**config.mk**
```make
export PLATFORM = sky130hd
export DESIGN_NAME = add_sub_pipe
export DESIGN_NICKNAME = d
export VERILOG_FILES = /design/src/rtl/add_sub_pipe.sv
export SDC_FILE = /design/constraint.sdc
export NUM_CORES = 1
export LEC_CHECK = 0
export BUFFER_PORTS_ARGS = -buffer_cell sky130_fd_sc_hd__buf_2
export CAP_MARGIN = 20
export CORE_ASPECT_RATIO = 1.2
export CORE_MARGIN = 3
export CORE_UTILIZATION = 58
export CTS_CLUSTER_DIAMETER = 50
export DETAILED_ROUTE_END_ITERATION = 12
export PLACE_DENSITY = 0.92
export REMOVE_ABC_BUFFERS = 1
export SYNTH_ARGS = -nofsm -noshare
export SYNTH_HDL_FRONTEND = slang
export SYNTH_SLANG_ARGS = --single-unit
export TNS_END_PERCENT = 50
```
**constraint.sdc**
```tcl
create_clock -name clk -period 2.7 [get_ports clk]
set_input_delay 0.135 -clock clk [delete_from_list [all_inputs] [get_ports clk]]
set_output_delay 0.135 -clock clk [all_outputs]
set_load 0.05 [all_outputs]
```
**src/rtl/add_sub_pipe.sv**
```systemverilog
// Purpose : pipelined WIDTH-bit adder/subtractor; the carry chain is cut into STAGES chunks, one per register stage.
// Latency : STAGES clock edges from the accepting edge to valid_out, counting the accepting edge; one op per cycle.
// Backpr. : global enable en = !valid_out || out_ready freezes every stage; in_ready = en, bubbles are not collapsed.
//
// Ports:
//   clk, rst (async, active-low)
//   a, b, sub, start, tag_in   -> op input; accepted when start && in_ready at a clk edge
//   in_ready                   <- pipeline can accept this cycle
//   sum, carry, ovf, tag_out   <- result of the op at the output, qualified by valid_out
//   valid_out / out_ready      -> output handshake
module add_sub_pipe #(
  parameter int WIDTH  = 32,
  parameter int STAGES = 4,
  parameter int TAGW   = 5
) (
  input  logic             clk,
  input  logic             rst,
  input  logic [WIDTH-1:0] a,
  input  logic [WIDTH-1:0] b,
  input  logic             sub,
  input  logic             start,
  input  logic [TAGW-1:0]  tag_in,
  output logic             in_ready,
  output logic [WIDTH-1:0] sum,
  output logic             carry,
  output logic             ovf,
  output logic             valid_out,
  input  logic             out_ready,
  output logic [TAGW-1:0]  tag_out
);

  localparam int CW = WIDTH / STAGES;

  logic w_en;

  // One enable for the whole pipe: a stalled output freezes every stage,
  // even stages that currently hold bubbles.
  assign w_en     = !valid_out || out_ready;
  assign in_ready = w_en;

  genvar k;
  generate
    for (k = 0; k < STAGES; k++) begin : g_st
      localparam int LO = k * CW;
      localparam int HI = LO + CW;

      // w_x carries finished sum bits below LO and still-unconsumed A bits from LO up.
      logic [WIDTH-1:0] w_x;
      logic [WIDTH-1:LO] w_b;
      logic             w_ci;
      logic             w_vi;
      logic [TAGW-1:0]  w_ti;
      logic [CW:0]      w_add;
      logic [WIDTH-1:0] w_nx;

      logic [WIDTH-1:0] r_x;
      logic             r_c;
      logic             r_v;
      logic [TAGW-1:0]  r_tag;

      if (k == 0) begin : g_src
        // Subtract is a + ~b + 1: invert B here and inject the +1 as chunk-0 carry-in.
        assign w_x  = a;
        assign w_b  = b ^ {WIDTH{sub}};
        assign w_ci = sub;
        assign w_vi = start;
        assign w_ti = tag_in;
      end else begin : g_src
        assign w_x  = g_st[k-1].r_x;
        assign w_b  = g_st[k-1].g_fwd.r_b;
        assign w_ci = g_st[k-1].r_c;
        assign w_vi = g_st[k-1].r_v;
        assign w_ti = g_st[k-1].r_tag;
      end

      assign w_add = {1'b0, w_x[HI-1:LO]} + {1'b0, w_b[HI-1:LO]} + (CW+1)'(w_ci);

      // The A chunk just consumed is overwritten in place by its sum chunk.
      always_comb begin
        w_nx        = w_x;
        w_nx[HI-1:LO] = w_add[CW-1:0];
      end

      always_ff @(posedge clk or negedge rst) begin
        if (!rst) begin
          r_x   <= '0;
          r_c   <= 1'b0;
          r_v   <= 1'b0;
          r_tag <= '0;
        end else if (w_en) begin
          r_x   <= w_nx;
          r_c   <= w_add[CW];
          r_v   <= w_vi;
          r_tag <= w_ti;
        end
      end

      if (k < STAGES-1) begin : g_fwd
        // Only the effective-B chunks later stages still need travel on.
        logic [WIDTH-1:HI] r_b;
        always_ff @(posedge clk or negedge rst) begin
          if (!rst) begin
            r_b <= '0;
          end else if (w_en) begin
            r_b <= w_b[WIDTH-1:HI];
          end
        end
      end else begin : g_ovf
        // Last stage still sees A[MSB] and effB[MSB] and produces sum[MSB].
        logic r_ovf;
        always_ff @(posedge clk or negedge rst) begin
          if (!rst) begin
            r_ovf <= 1'b0;
          end else if (w_en) begin
            r_ovf <= (w_x[WIDTH-1] == w_b[WIDTH-1]) && (w_add[CW-1] != w_x[WIDTH-1]);
          end
        end
      end
    end
  endgenerate

  assign sum       = g_st[STAGES-1].r_x;
  assign carry     = g_st[STAGES-1].r_c;
  assign valid_out = g_st[STAGES-1].r_v;
  assign tag_out   = g_st[STAGES-1].r_tag;
  assign ovf       = g_st[STAGES-1].g_ovf.r_ovf;

endmodule

```
[Word level (Yosys, flattened, before mapping)]
Cells that the tools add are included.
W data, S select, Z words.
Word-level totals
  input bits: 74
  register bits: 205
Operators by class
  $add $sub $neg: 8
  bitwise gates (word level): 1
  equality and inequality tests: 2
  reductions and logical operators: 3
Operator list (number)
  $add A8 B8 Y9: 4
  $add A9 B1 Y9: 4
  $xor A32 B32 Y32: 1
  $eq A1 B1 Y1: 1
  $logic_and A1 B1 Y1: 1
  $logic_not A1 Y1: 1
  $logic_or A1 B1 Y1: 1
  $ne A1 B1 Y1: 1

[Logic depth before layout (Yosys ltp)]
  depth after elaboration: 4
  gate-level depth with buffers: 10

[Least setup slack after synthesis]
Ideal clock, no wire load.
  kind: reg2reg
  start: register g_st[2].r_x[24]
  end: register g_st[3].r_c, in the netlist carry
  required time: 2571 ps
  setup slack: 406 ps
  setup time: 129 ps
  stages on the path, launching flop included: 8
  arrival time: 2164 ps
  cell sequence: dfrtp_1 > fa_1 > fa_1 > a21o_1 > a21oi_1 > o21ai_1 > and3b_1 > o41a_1
On the way
  word-level cells in the longest chain between the ends: 2
RTL lines
  start, declared: RTL line 56  | logic [WIDTH-1:0] r_x;
  start signal, assigned: RTL line 91  | r_x <= w_nx;
  $add A8 B8 Y9: RTL line 76  | assign w_add = {1'b0, w_x[HI-1:LO]} + {1'b0, w_b[HI-1:LO]} + (CW+1)'(w_ci);
  $add A9 B1 Y9: RTL line 76
  end signal, assigned: RTL line 92  | r_c <= w_add[CW];
  end, declared: RTL line 57  | logic r_c;
No other way between the ends.
A chain may end at the register's enable or synchronous reset.

[Worst setup path in the final report]
  start: register g_st[0].r_x[8]
  end: register g_st[1].r_c
On the way
  word-level cells in the longest chain between the ends: 2
RTL lines (RTL line)
  start, declared: 56
  start signal, assigned: 91
  $add A8 B8 Y9: 76
  $add A9 B1 Y9: 76
  end signal, assigned: 92
  end, declared: 57
No other way between the ends.

==> flow_metrics.py <==
metrics = {
    "setup_path": {
        "cp.arrival_ns": 2.88,
        "r2r_setup_slack_ns": 0.18,
        "critPathKind": "flop to flop",
        "worstRegToRegCells": 7,
        "cp.required_ns": 3.06,
        "r2r-end": "g_st[1].r_c",
        "critPathMaxFanout": 3,
        "worstSetupStartpointType": "flop",
        "r2r_start": "g_st[0].r_x[8]",
        "cp-end-kind": "flop",
    },
    "floorplan": {
        "die_w_um": 120.1,
        "dieArea_sq_um": 17170,
        "num_rows": 49,
        "die_h_um": 142.9,
        "core_sq_um": 15140,
        "initial_core_util_pct": 59.84,
        "ios": 115,
    },
    "pwr": {
        "seq_power_share_pct": 38.9,
        "intPower_mw": 7.907,
        "total_power_mw": 13.38,
        "p_sw_mw": 5.472,
        "leakagePower_nw": 5.722,
        "combPwrFrac_pct": 40.5,
        "switching_share_pct": 40.90,
        "peakVddDrop_mv": 0.8405,
        "powerDensity_nw_per_um2": 1209,
        "power_frac_clock_pct": 20.6,
    },
    "timing": {
        "fin_crit_sh_pct": 93.22,
        "hold_viol": 0,
        "final.min_clock_period_ns": 2.517,
        "finClkSkew_ns": 0.01092,
        "relSlewSlack_pct": 43.89,
        "grt_setup_unrepaired": "false",
        "worst_slew_pin_slew_ns": 0.8417,
        "maxSlewViolCount": 0,
        "fmax_ghz": 0.3973,
        "setup_viol": 0,
    },
    "yosys": {
        "synth.distinct_cells": 39,
        "synthesis.area_sq_um": 9062,
        "synth.avg_cell_area_sq_um": 8.999,
        "async_flop_share_pct": 100.0,
        "yosys_warnings": 0,
        "synth-seq-cells": 205,
        "synthFlopType": "dfrtp_1",
        "synth_seq_area_share_pct": 56.61,
        "synth-edff-count": 0,
        "synthCells": 1007,
    },
    "clock_network": {
        "cts_tree": "yes",
        "cts_root_buffer": "clkbuf_16",
        "numCtsBuffers": 21,
        "clk_latency_ns": 0.49,
        "htreeDepth": 1,
        "clockBufferDepth": 3,
        "clkTransAtPathRegs_ns": 0.06,
        "clock_sinks": 205,
        "post_cts_buffers": 0,
    },
    "global_route": {
        "grt_pass1_vias": 7317,
        "grt_first_pass_wirelength_um": 32890,
        "track_usage_pct": 23.18,
        "antenna_found_initial": 0,
        "grt_max_degree": 148,
        "grt-ovfl-total": 0,
    },
    "layout": {
        "drive_above_1_share_pct": 13.92,
        "syn2layout_area_growth_pct": 22.15,
        "fin_util_pct": 73.10,
        "final_cells": 1383,
        "fillers": 1060,
        "nets": 1274,
    },
    "route": {
        "dr.pass1.iters": 5,
        "wl_per_cell_um": 14.17,
        "num_vias": 7201,
        "ant_nets": 0,
        "drc_errors": 0,
        "drt-vias-per-instance": 5.207,
        "routed_wl_um": 19590,
        "drt_iter0_markers": 469,
    },
    "placed_design": {
        "place_hpwl_um": 11530,
        "dp.cells": 1289,
        "gp_congestion": 0.7485,
        "port_buffers": 114,
    },
    "min_path": {
        "hold_end": "g_st[0].r_x[1]",
        "hp-class": "primary input to flop",
        "min_from": "a[1]",
        "min_path_cells": 4,
    },
    "run": {
        "maxCapViolations": 0,
    },
    "outcome": {
        "status": "complete, no violations",
    },
}
sequential cells by signal, summed over array words and instances (netlist names), 3 cells and up:
register	flops
tag_out	5
g_st.r_x	96
g_st.r_c	3
g_st.r_v	3
g_st.r_tag	15
sum	32
g_st.g_fwd.r_b	48
worst max path at each step:
| stage | slack (ns) | to | from |
|---|---|---|---|
| 6_report | 0.18 | g_st[1].r_c | g_st[0].r_x[8] |
| 3_5_place_dp | 0.24 | g_st[1].r_c | g_st[0].r_x[8] |
| 2_1_floorplan | -12.01 | g_st[0].r_x[5] | valid_out |
| 4_1_cts | 0.20 | g_st[1].r_c | g_st[0].r_x[8] |
| 3_3_place_gp | 0.30 | carry | g_st[2].r_x[24] |
| 5_1_grt | 0.08 | g_st[2].r_c | g_st[1].r_x[16] |
metrics by stage:
| step | instance area [sq um] | setup TNS [ns] | hold slack (ns) | worst slack, ns |
|---|---|---|---|---|
| 3_3_place_gp | 9842 | 0 | 0.1969 | 0.2994 |
| 4_1_cts | 11070 | 0 | 0.09818 | 0.1962 |
| 6_report | 11070 | 0 | 0.1183 | 0.1830 |
| 5_1_grt | 11070 | 0 | 0.1429 | 0.07807 |
| 2_1_floorplan | 8865 | -2218.67 | -0.1606 | -12.01 |
| 3_5_place_dp | 9842 | 0 | 0.2115 | 0.2427 |
worst max-delay path, cell delays in order, from the launching register on:
cell and delay (ns):
dfrtp_1 0.41, fa_1 0.49, fa_1 0.43, a21o_1 0.17
a21oi_1 0.31, o21ai_1 0.09, and3b_1 0.18, o41a_1 0.31
timing repair:
item | in CTS | in global routing
hold endpoints to repair | 128 | 0
hold buffers | 57 | 0
resized for setup | 0 | 0
per-layer routing:
metal	wire, um	global-route usage [%]
met1	7963	28.40
met2	10310	42.07
met3	787	3.249
met4	528	8.263
met5	0	0
area by class of cell:
cell class	count	area (sq um)	area share, %
antenna	1	2.502	0.02261
clock buffer	28	581.8	5.256
clock inverter	8	72.57	0.6556
inverter	15	61.31	0.5539
multi-input combinational	737	3686	33.30
sequential	205	5130	46.34
tap	204	255.2	2.306
timing repair buffer	185	1280	11.56
cells in the final DEF, fill, tap and decap left out, types with 7 or more instances in the layout:
| cell type | count |
|---|---|
| a21oi_1 | 26 |
| buf_2 | 113 |
| buf_4 | 12 |
| clkbuf_16 | 21 |
| dfrtp_1 | 205 |
| dlygate4sd3_1 | 57 |
| fa_1 | 7 |
| ha_1 | 28 |
| inv_1 | 14 |
| nand2_1 | 496 |
| nor2_1 | 26 |
| nor3_1 | 8 |
| o21ai_1 | 38 |
| xnor2_1 | 31 |
| xor2_1 | 18 |
logic make-up (layout without fill, tap and decap cells):
family,Yosys count,in the layout,synth area share [%]
AO/OA/AOI/OAI,103,103,6.834
buffers and inverters,65,236,2.803
XOR/XNOR,49,49,4.736
multiplexers,1,1,0.1518
other,0,1,0
flip-flops,205,205,56.61
AND/OR/NAND/NOR,549,549,23.46
adder cells (fa/ha/maj),35,35,5.412
Yosys cell counts (3+ instances only):
| library cell | instances | share of area, % |
|---|---|---|
| nor3_1 | 8 | 0.44 |
| nor2b_1 | 3 | 0.21 |
| o21ai_0 | 4 | 0.22 |
| ha_1 | 28 | 3.9 |
| nor3b_1 | 3 | 0.25 |
| o2111ai_1 | 4 | 0.39 |
| o31ai_1 | 5 | 0.41 |
| xor2_1 | 18 | 1.7 |
| o21ai_1 | 38 | 2.1 |
| nand2_1 | 496 | 21 |
| inv_1 | 14 | 0.58 |
| buf_1 | 13 | 0.54 |
| o211ai_1 | 3 | 0.25 |
| and3b_1 | 3 | 0.29 |
| a211oi_1 | 5 | 0.41 |
| xnor2_1 | 31 | 3.0 |
| a31oi_1 | 3 | 0.21 |
| a21o_1 | 3 | 0.25 |
| o21bai_1 | 5 | 0.41 |
| nor2_1 | 26 | 1.1 |
| nand3_1 | 4 | 0.22 |
| dfrtp_1 | 205 | 57 |
| o41a_1 | 3 | 0.37 |
| clkbuf_1 | 34 | 1.4 |
| a21oi_1 | 26 | 1.4 |
| fa_1 | 7 | 1.5 |
power groups by stage:
stage	Sequential, mW	Clock (mW)	Combinational [mW]
5_1_grt	5.37	2.94	6.06
3_3_place_gp	5.15	0	5.07
2_1_floorplan	5.91	0	2.82
4_1_cts	5.20	2.81	5.43
6_report	5.21	2.76	5.41
3_5_place_dp	5.23	0	5.29
Power figures use the tool's default switching activity.
